===== config.mk =====
export PLATFORM = sky130hd
export DESIGN_NAME = serial_add5bit_flat
export DESIGN_NICKNAME = d
export VERILOG_FILES = /design/src/rtl/serial_add5bit_if.sv /design/src/rtl/serial_add5bit.sv /design/src/flat_wrapper.sv
export SDC_FILE = /design/constraint.sdc
export NUM_CORES = 1
export LEC_CHECK = 0
export ABC_AREA = 1
export BUFFER_PORTS_ARGS = -buffer_cell sky130_fd_sc_hd__buf_2
export CAP_MARGIN = 30
export CORE_ASPECT_RATIO = 0.8
export CORE_UTILIZATION = 55
export DETAILED_ROUTE_END_ITERATION = 12
export PLACE_DENSITY_LB_ADDON = 0.15
export SLEW_MARGIN = 20
export SYNTH_ARGS = -nofsm -noshare
export SYNTH_HDL_FRONTEND = slang
export SYNTH_SLANG_ARGS = --single-unit
export TNS_END_PERCENT = 100

===== constraint.sdc =====
create_clock -name clk -period 1.9 [get_ports clk]
set_clock_uncertainty 0.1 [all_clocks]
set_input_delay 0.095 -clock clk [delete_from_list [all_inputs] [get_ports clk]]
set_output_delay 0.095 -clock clk [all_outputs]
set_load 0.01 [all_outputs]

===== src/rtl/serial_add5bit_if.sv =====
// Operand/result bundle for serial_add5bit.
// The cout signal exists only when SADD_COUT_EN is defined.
interface serial_add5bit_if #(
    parameter int unsigned WIDTH = 5
);
    logic             start;
    logic [WIDTH-1:0] F;
    logic [WIDTH-1:0] B;
    logic             busy;
    logic             done;
    logic [WIDTH-1:0] S;
`ifdef SADD_COUT_EN
    logic             cout;

    // Requester side: issues operands, observes status and result
    modport master (output start, F, B, input busy, done, S, cout);
    // Adder side
    modport slave  (input start, F, B, output busy, done, S, cout);
`else
    // Requester side: issues operands, observes status and result
    modport master (output start, F, B, input busy, done, S);
    // Adder side
    modport slave  (input start, F, B, output busy, done, S);
`endif
endinterface


===== src/rtl/serial_add5bit.sv =====
// Bit-serial adder S = F + B (mod 2^WIDTH), one bit per clock, LSB first.
// Optional feature macro: SADD_COUT_EN adds a registered final carry-out.
module serial_add5bit #(
    parameter int unsigned WIDTH = 5
) (
    input  logic            clk,
    input  logic            rst,
    serial_add5bit_if.slave bus
);
    localparam int unsigned CNT_W = $clog2(WIDTH + 1);

    typedef enum logic [1:0] {
        IDLE  = 2'd0,
        SHIFT = 2'd1,
        DONE  = 2'd2
    } state_t;

    state_t           state;
    logic [WIDTH-1:0] f_sh;
    logic [WIDTH-1:0] b_sh;
    logic [WIDTH-1:0] s_q;
    logic [CNT_W-1:0] cnt;
    logic             carry;
    logic             busy_q;
    logic             done_q;
    logic             bit_sum;
    logic             bit_carry;
`ifdef SADD_COUT_EN
    logic             cout_q;
`endif

    // Single full-adder slice on the current LSBs of the operand shifters
    always_comb begin
        bit_sum   = f_sh[0] ^ b_sh[0] ^ carry;
        bit_carry = (f_sh[0] & b_sh[0]) | (f_sh[0] & carry) | (b_sh[0] & carry);
    end

    // Control FSM plus datapath; busy/done are registered alongside the state
    always_ff @(posedge clk) begin
        if (rst) begin
            state  <= IDLE;
            busy_q <= 1'b0;
            done_q <= 1'b0;
            f_sh   <= '0;
            b_sh   <= '0;
            s_q    <= '0;
            cnt    <= '0;
            carry  <= 1'b0;
`ifdef SADD_COUT_EN
            cout_q <= 1'b0;
`endif
        end else begin
            case (state)
                IDLE, DONE: begin
                    if (bus.start) begin
                        f_sh   <= bus.F;
                        b_sh   <= bus.B;
                        s_q    <= '0;
                        cnt    <= '0;
                        carry  <= 1'b0;
`ifdef SADD_COUT_EN
                        cout_q <= 1'b0;
`endif
                        state  <= SHIFT;
                        busy_q <= 1'b1;
                        done_q <= 1'b0;
                    end else begin
                        state  <= IDLE;
                        busy_q <= 1'b0;
                        done_q <= 1'b0;
                    end
                end
                SHIFT: begin
                    s_q   <= {bit_sum, s_q[WIDTH-1:1]};
                    carry <= bit_carry;
                    f_sh  <= f_sh >> 1;
                    b_sh  <= b_sh >> 1;
                    cnt   <= cnt + CNT_W'(1);
                    // Leave SHIFT on the last bit so the counter never wraps
                    if (cnt == CNT_W'(WIDTH - 1)) begin
                        state  <= DONE;
                        busy_q <= 1'b0;
                        done_q <= 1'b1;
`ifdef SADD_COUT_EN
                        cout_q <= bit_carry;
`endif
                    end
                end
                default: begin
                    state  <= IDLE;
                    busy_q <= 1'b0;
                    done_q <= 1'b0;
                end
            endcase
        end
    end

    assign bus.busy = busy_q;
    assign bus.done = done_q;
    assign bus.S    = s_q;
`ifdef SADD_COUT_EN
    assign bus.cout = cout_q;
`endif

endmodule


===== src/flat_wrapper.sv =====
// flat-port wrapper written by rule: the top's interface ports become plain ports
module serial_add5bit_flat 
#(
    parameter int unsigned WIDTH = 5
)
  (clk, rst, bus_start, bus_F, bus_B, bus_busy, bus_done, bus_S);
  serial_add5bit_if #(.WIDTH(WIDTH)) bus_i ();
  input  logic clk;
  input  logic rst;
  input wire logic [$bits(bus_i.start)-1:0] bus_start;
  input wire logic [$bits(bus_i.F)-1:0] bus_F;
  input wire logic [$bits(bus_i.B)-1:0] bus_B;
  output wire logic [$bits(bus_i.busy)-1:0] bus_busy;
  output wire logic [$bits(bus_i.done)-1:0] bus_done;
  output wire logic [$bits(bus_i.S)-1:0] bus_S;
  assign bus_i.start = bus_start;
  assign bus_i.F = bus_F;
  assign bus_i.B = bus_B;
  assign bus_busy = bus_i.busy;
  assign bus_done = bus_i.done;
  assign bus_S = bus_i.S;
  serial_add5bit #(.WIDTH(WIDTH)) u_core (.clk(clk), .rst(rst), .bus(bus_i));
endmodule

# Yosys cells after proc, flatten, opt, wreduce, memory -nomap -nowiden
# Cells that the tools add are included.
[classes]
n_reduce_logical = 5
n_bitwise = 8
n_eq_ne = 5
addsub = 1
mux = 16
[op_table]
columns = ["operator", "n"]
rows = [
  ["$pmux W5 S2", 3],
  ["$mux W5", 3],
  ["$pmux W3 S2", 1],
  ["$mux W1", 4],
  ["$pmux W1 S2", 2],
  ["$pmux W2 S2", 1],
  ["$reduce_or A2 Y1", 2],
  ["$add A3 B1 Y3 const B", 1],
  ["$and A1 B1 Y1", 3],
  ["$eq A3 B3 Y1 const B", 1],
  ["$mux W3", 1],
  ["$eq A2 B1 Y1 const B", 1],
  ["$eq A2 B2 Y1 const B", 1],
  ["$logic_not A2 Y1", 1],
  ["$mux W2", 1],
  ["$ne A2 B1 Y1 const B", 1],
  ["$ne A2 B2 Y1 const B", 1],
  ["$or A1 B1 Y1", 2],
  ["$reduce_and A2 Y1", 1],
  ["$reduce_bool A2 Y1", 1],
  ["$xor A1 B1 Y1", 2],
  ["$not A1 Y1", 1],
]
[word_totals]
elab_cells = 43
reg_bits = 23
input_bits = 13
output_inout_bits = 7

# Logic depth before layout (Yosys ltp)
[logic_depth]
ltp_word = 4
ltp_mapped = 6
ltp_nobuf = 6

# Worst setup path after synthesis
# Ideal clock, no wire load.
[synth_path]
path_kind = "register to register"
from = "register u_core.state[0]"
to = "register u_core.cnt[2]"
path_buffers = 2
stages_incl_launch_ff = 6
slack_ns = 0.780
synth_period_minus_slack_ns = 1.120
required_ns = 1.684
t_arrival_ns = 0.904
setup_ns = 0.116
path_cell_list = "dfxtp_1 > buf_6 > nand2_8 > buf_6 > nor3_2 > nor2_1"
[synth_via]
elab_chain_len = 4
elab_cells_between_ends = 8
cone_classes = "3 x eq/ne; 1 x mux; 4 x reduce/logical"
[synth_rtl]
columns = ["item", "line", "text"]
rows = [
  ["start, declared", "serial_add5bit.sv:18", "state_t state;"],
  ["start signal, assigned", "serial_add5bit.sv:41", "state <= IDLE;"],
  ["start signal, assigned", "serial_add5bit.sv:64", "state <= SHIFT;"],
  ["start signal, assigned", "serial_add5bit.sv:68", "state <= IDLE;"],
  ["$eq A2 B2 Y1 / $logic_not A2 Y1 (equally long branches)", "serial_add5bit.sv:53", "case (state)"],
  ["$reduce_or A2 Y1", "serial_add5bit.sv:53", ""],
  ["$ne A2 B2 Y1 (no line) / $reduce_bool A2 Y1 (equally long branches)", "n/a", ""],
  ["$reduce_and A2 Y1 (no line)", "n/a", ""],
  ["end signal, assigned", "serial_add5bit.sv:78", "cnt <= cnt + CNT_W'(1);"],
  ["end, declared", "serial_add5bit.sv:22", "logic [CNT_W-1:0] cnt;"],
]
# Parallel ways exist; a longest one is shown, timed or not.
# A chain may end at the register's enable or synchronous reset.

# Final worst setup path
[layout_path]
from = "register u_core.state[0]"
to = "register u_core.b_sh[4]"
[layout_via]
elab_chain_len = 4
elab_cells_between_ends = 8
cone_classes = "3 x eq/ne; 1 x mux; 4 x reduce/logical"
[layout_rtl]
columns = ["item", "line", "text"]
rows = [
  ["$eq A2 B2 Y1 / $logic_not A2 Y1 (equally long branches)", "serial_add5bit.sv:53", ""],
  ["$reduce_or A2 Y1", "serial_add5bit.sv:53", ""],
  ["$ne A2 B2 Y1 (no line) / $reduce_bool A2 Y1 (equally long branches)", "n/a", ""],
  ["$reduce_and A2 Y1 (no line)", "n/a", ""],
  ["end signal, assigned", "serial_add5bit.sv:57", "b_sh <= bus.B;"],
  ["end signal, assigned", "serial_add5bit.sv:77", "b_sh <= b_sh >> 1;"],
  ["end, declared", "serial_add5bit.sv:20", "logic [WIDTH-1:0] b_sh;"],
]
# Parallel ways exist; a longest one is shown, timed or not.

==> impl_metrics.toml <==
[worst_setup_path]
crit_slowest_cell = "dlygate4sd3_1"
critPathMaxFanout = 12
crit_arrival_ns = 1.89
max_stage_delay_ns = 0.58
rrSetupSlack_ns = 0.18
path_buf_inv = 3
critPathKind = "reg -> reg"
worstReg2RegEnd = "u_core.b_sh[4]"
reg2reg_depth = 6
crit_path_end_kind = "flip-flop"
path_delay_family = "buffers and inverters"
required_ns = 2.07
path_cells = "buf_4 > inv_1 > nand2_4 > nand3_1 > a21oi_1 > dlygate4sd3_1"
start_kind = "flip-flop"
r2r_start = "u_core.state[0]"

[power_and_ir_drop]
power.internal_mw = 0.678
total_leakage_power_nw = 0.622
netSwitchingPower_mw = 0.256
pwr-share-seq = 0.535
pwr-share-comb = 0.185
clkPwrFrac = 0.280
power.density_nw_per_um2 = 724
swShare = 0.274
ir_worst_vdd_v = 0.000556

[logic_synthesis]
syn-cell-area_um2 = 1040
ys_ff_latch = 22
syn_avg_cell_area_um2 = 7.46
synth_cell_types = 19
synth_top_cell_area_share = 0.422
synth_compound_area_frac = 0.0754
synth-warning-count = 0
synth_xor_area_frac = 0
syn_inst = 140
netlist_top_cells_area = "dfxtp_1 (42%), nand2_1 (10%), nand3_1 (8.6%), inv_1 (6.8%), nor2_1 (6.5%)"
yosysSeqAreaShare = 0.422
synth_mux_area_frac = 0
synth_top_family_by_area = "simple AND/OR/NAND/NOR gates"
syn_nets = 156
yosys.area.top_type = "dfxtp_1"
yosys.area_share.adder = 0.0431
synthSimpleGateAreaFrac = 0.334

[clock_network]
path_clk_slew_ns = 0.12
cts_root_buf = "clkbuf_4"
cts_max_level = 1
cts_tree = "built"
clk-insertion-delay-late_ns = 0.31
cts_inserted_buffers = 3
cts_buffer_depth = 2
cts.sinks = 22
cts_resized = 0

[timing]
setup-violations-final = 0
fin_setup_tns_ns = 0
fin_crit_ns = 1.72
setup_ws_ns = 0.176
fmax_mhz = 580
maxSlewHeadroom = 0.838
report.final.slew_viol_count = 0
worst_pin_slew_ns = 0.243
rsz0062_at_grt = "false"
finalCritPeriodShare = 0.908
final_hold_viol_count = 0

[grt]
grt_overflow = 0
antenna_found_initial = 0
grt_usage = 0.246
first_global_vias = 840
grt_pass1_wl_um = 3550
grt_max_degree = 20

[placement]
place_congestion = 0.805
post-place-ws_ns = 0.562
dp_hpwl_um = 1410
io_buffers = 19

[die]
dieArea_um2 = 2080
initial_utilization = 0.612
row_count = 13
dieWidth_um = 50.7
num_io_pins = 20
coreArea_um2 = 1710
dieHeight_um = 41.0

[hold_path]
hold_path.class = "in -> reg"
hold_end = "u_core.f_sh[2]"
holdPathStages = 5
min_from = "bus_F[2]"

[route]
dr.pass1.iters = 4
vias = 988
wl_per_cell_um = 11.3
drt_iter0_drc = 25
ant_nets = 0
viasPerCell = 5.07
wirelength_um = 2210
drcViolationCount = 0

[finish]
syn_to_final_growth_pct = 23.6
nFillCells = 151
layout-drive-gt1-share = 0.208
final_nets = 190
mostFrequentLayoutCell = "nand2_1"
num_antenna_cells = 0
final_cell_mix = "nand2_1 (29), dfxtp_1 (22), inv_1 (19), buf_2 (19)"

[job]
maxCapViolCount = 0

[status]
status = "complete, no violations"
power groups by stage:
stage | clock network (mW) | logic [mW] | registers, mW
2_1_floorplan | 0 | 0.115 | 0.510
3_3_place_gp | 0 | 0.144 | 0.509
3_5_place_dp | 0 | 0.147 | 0.510
4_1_cts | 0.265 | 0.164 | 0.500
5_1_grt | 0.279 | 0.195 | 0.503
6_report | 0.262 | 0.173 | 0.500
kinds of logic after synthesis:
group,count (synthesis)
adders and majority gates,3
DFF,22
and+or+nand+nor,73
AOI/OAI and AO/OA,15
buffers and inverters,27
tightest hold or removal path, delay by kind of cell:
family / cells / cell delay, ns
compound gates: 1 / 0.05
simple gates: 2 / 0.12
buf+inv: 2 / 0.15
area by class of cell:
type | count | area (µm²) | share of cell area
Clock buffer | 4 | 36.3 | 0.0281
Inverter | 23 | 86.3 | 0.0669
Multi-Input combinational cell | 91 | 473 | 0.366
Sequential cell | 22 | 440 | 0.341
Tap cell | 22 | 27.5 | 0.0213
Timing Repair Buffer | 33 | 228 | 0.176
synth_stat cells:
cell       n
nor2_2     1
nand3b_1   2
fa_1       1
nor3_2     1
o21ai_1    4
dfxtp_1   22
nand2_4    1
ha_1       2
nand3_1   18
nand2_1   29
a21oi_1    6
inv_2      4
inv_1     19
o22ai_1    3
nand3_2    2
buf_6      4
nand2_8    1
o21ai_0    2
nor2_1    18
metrics by stage:
stage | hold WS, ns | util | cells | total power, mW | instance area (µm²)
global route | 0.0418 | 0.756 | 195 | 0.977 | 1290
CTS | 0.0369 | 0.741 | 192 | 0.929 | 1270
finish | 0.0388 | 0.756 | 195 | 0.935 | 1290
floorplan | 0.0641 | - | 140 | 0.625 | 1040
detailed placement | 0.224 | 0.662 | 178 | 0.657 | 1130
global placement | 0.219 | 0.662 | 178 | 0.653 | 1130
registers in the layout, summed over array words and instances (netlist names):
register,flops
u_core.bus.done,1
u_core.f_sh,5
u_core.b_sh,5
u_core.cnt,3
u_core.state,2
u_core.carry,1
u_core.bus.S,5
layer usage:
metal / track usage / vias to the layer above / share of wire
met5: 0 / - / 0
met4: 0.0833 / 0 / 0.0032
met3: 0.0778 / 2 / 0.067
met2: 0.457 / 38 / 0.50
met1: 0.279 / 441 / 0.43
li1: - / 507 / -
repair_timing:
action | 4_1_cts | 5_1_grt
endpoints found under the setup margin | 0 | 1
hold buffers | 10 | 1
hold endpoints to repair | 11 | 1
buffers inserted | 0 | 2
how the worst max path moves through the flow:
stage	cells past startpoint	slack (ns)	end	startpoint
after floorplan	5	0.78	u_core.cnt[2]	u_core.state[0]
after global placement	5	0.61	u_core.cnt[0]	u_core.state[0]
after detailed placement	5	0.56	u_core.cnt[0]	u_core.state[0]
after CTS	6	0.13	u_core.b_sh[4]	u_core.state[0]
after global routing	6	0.09	u_core.b_sh[4]	u_core.state[0]
final	6	0.18	u_core.b_sh[4]	u_core.state[0]
Power figures use the tool's default switching activity.
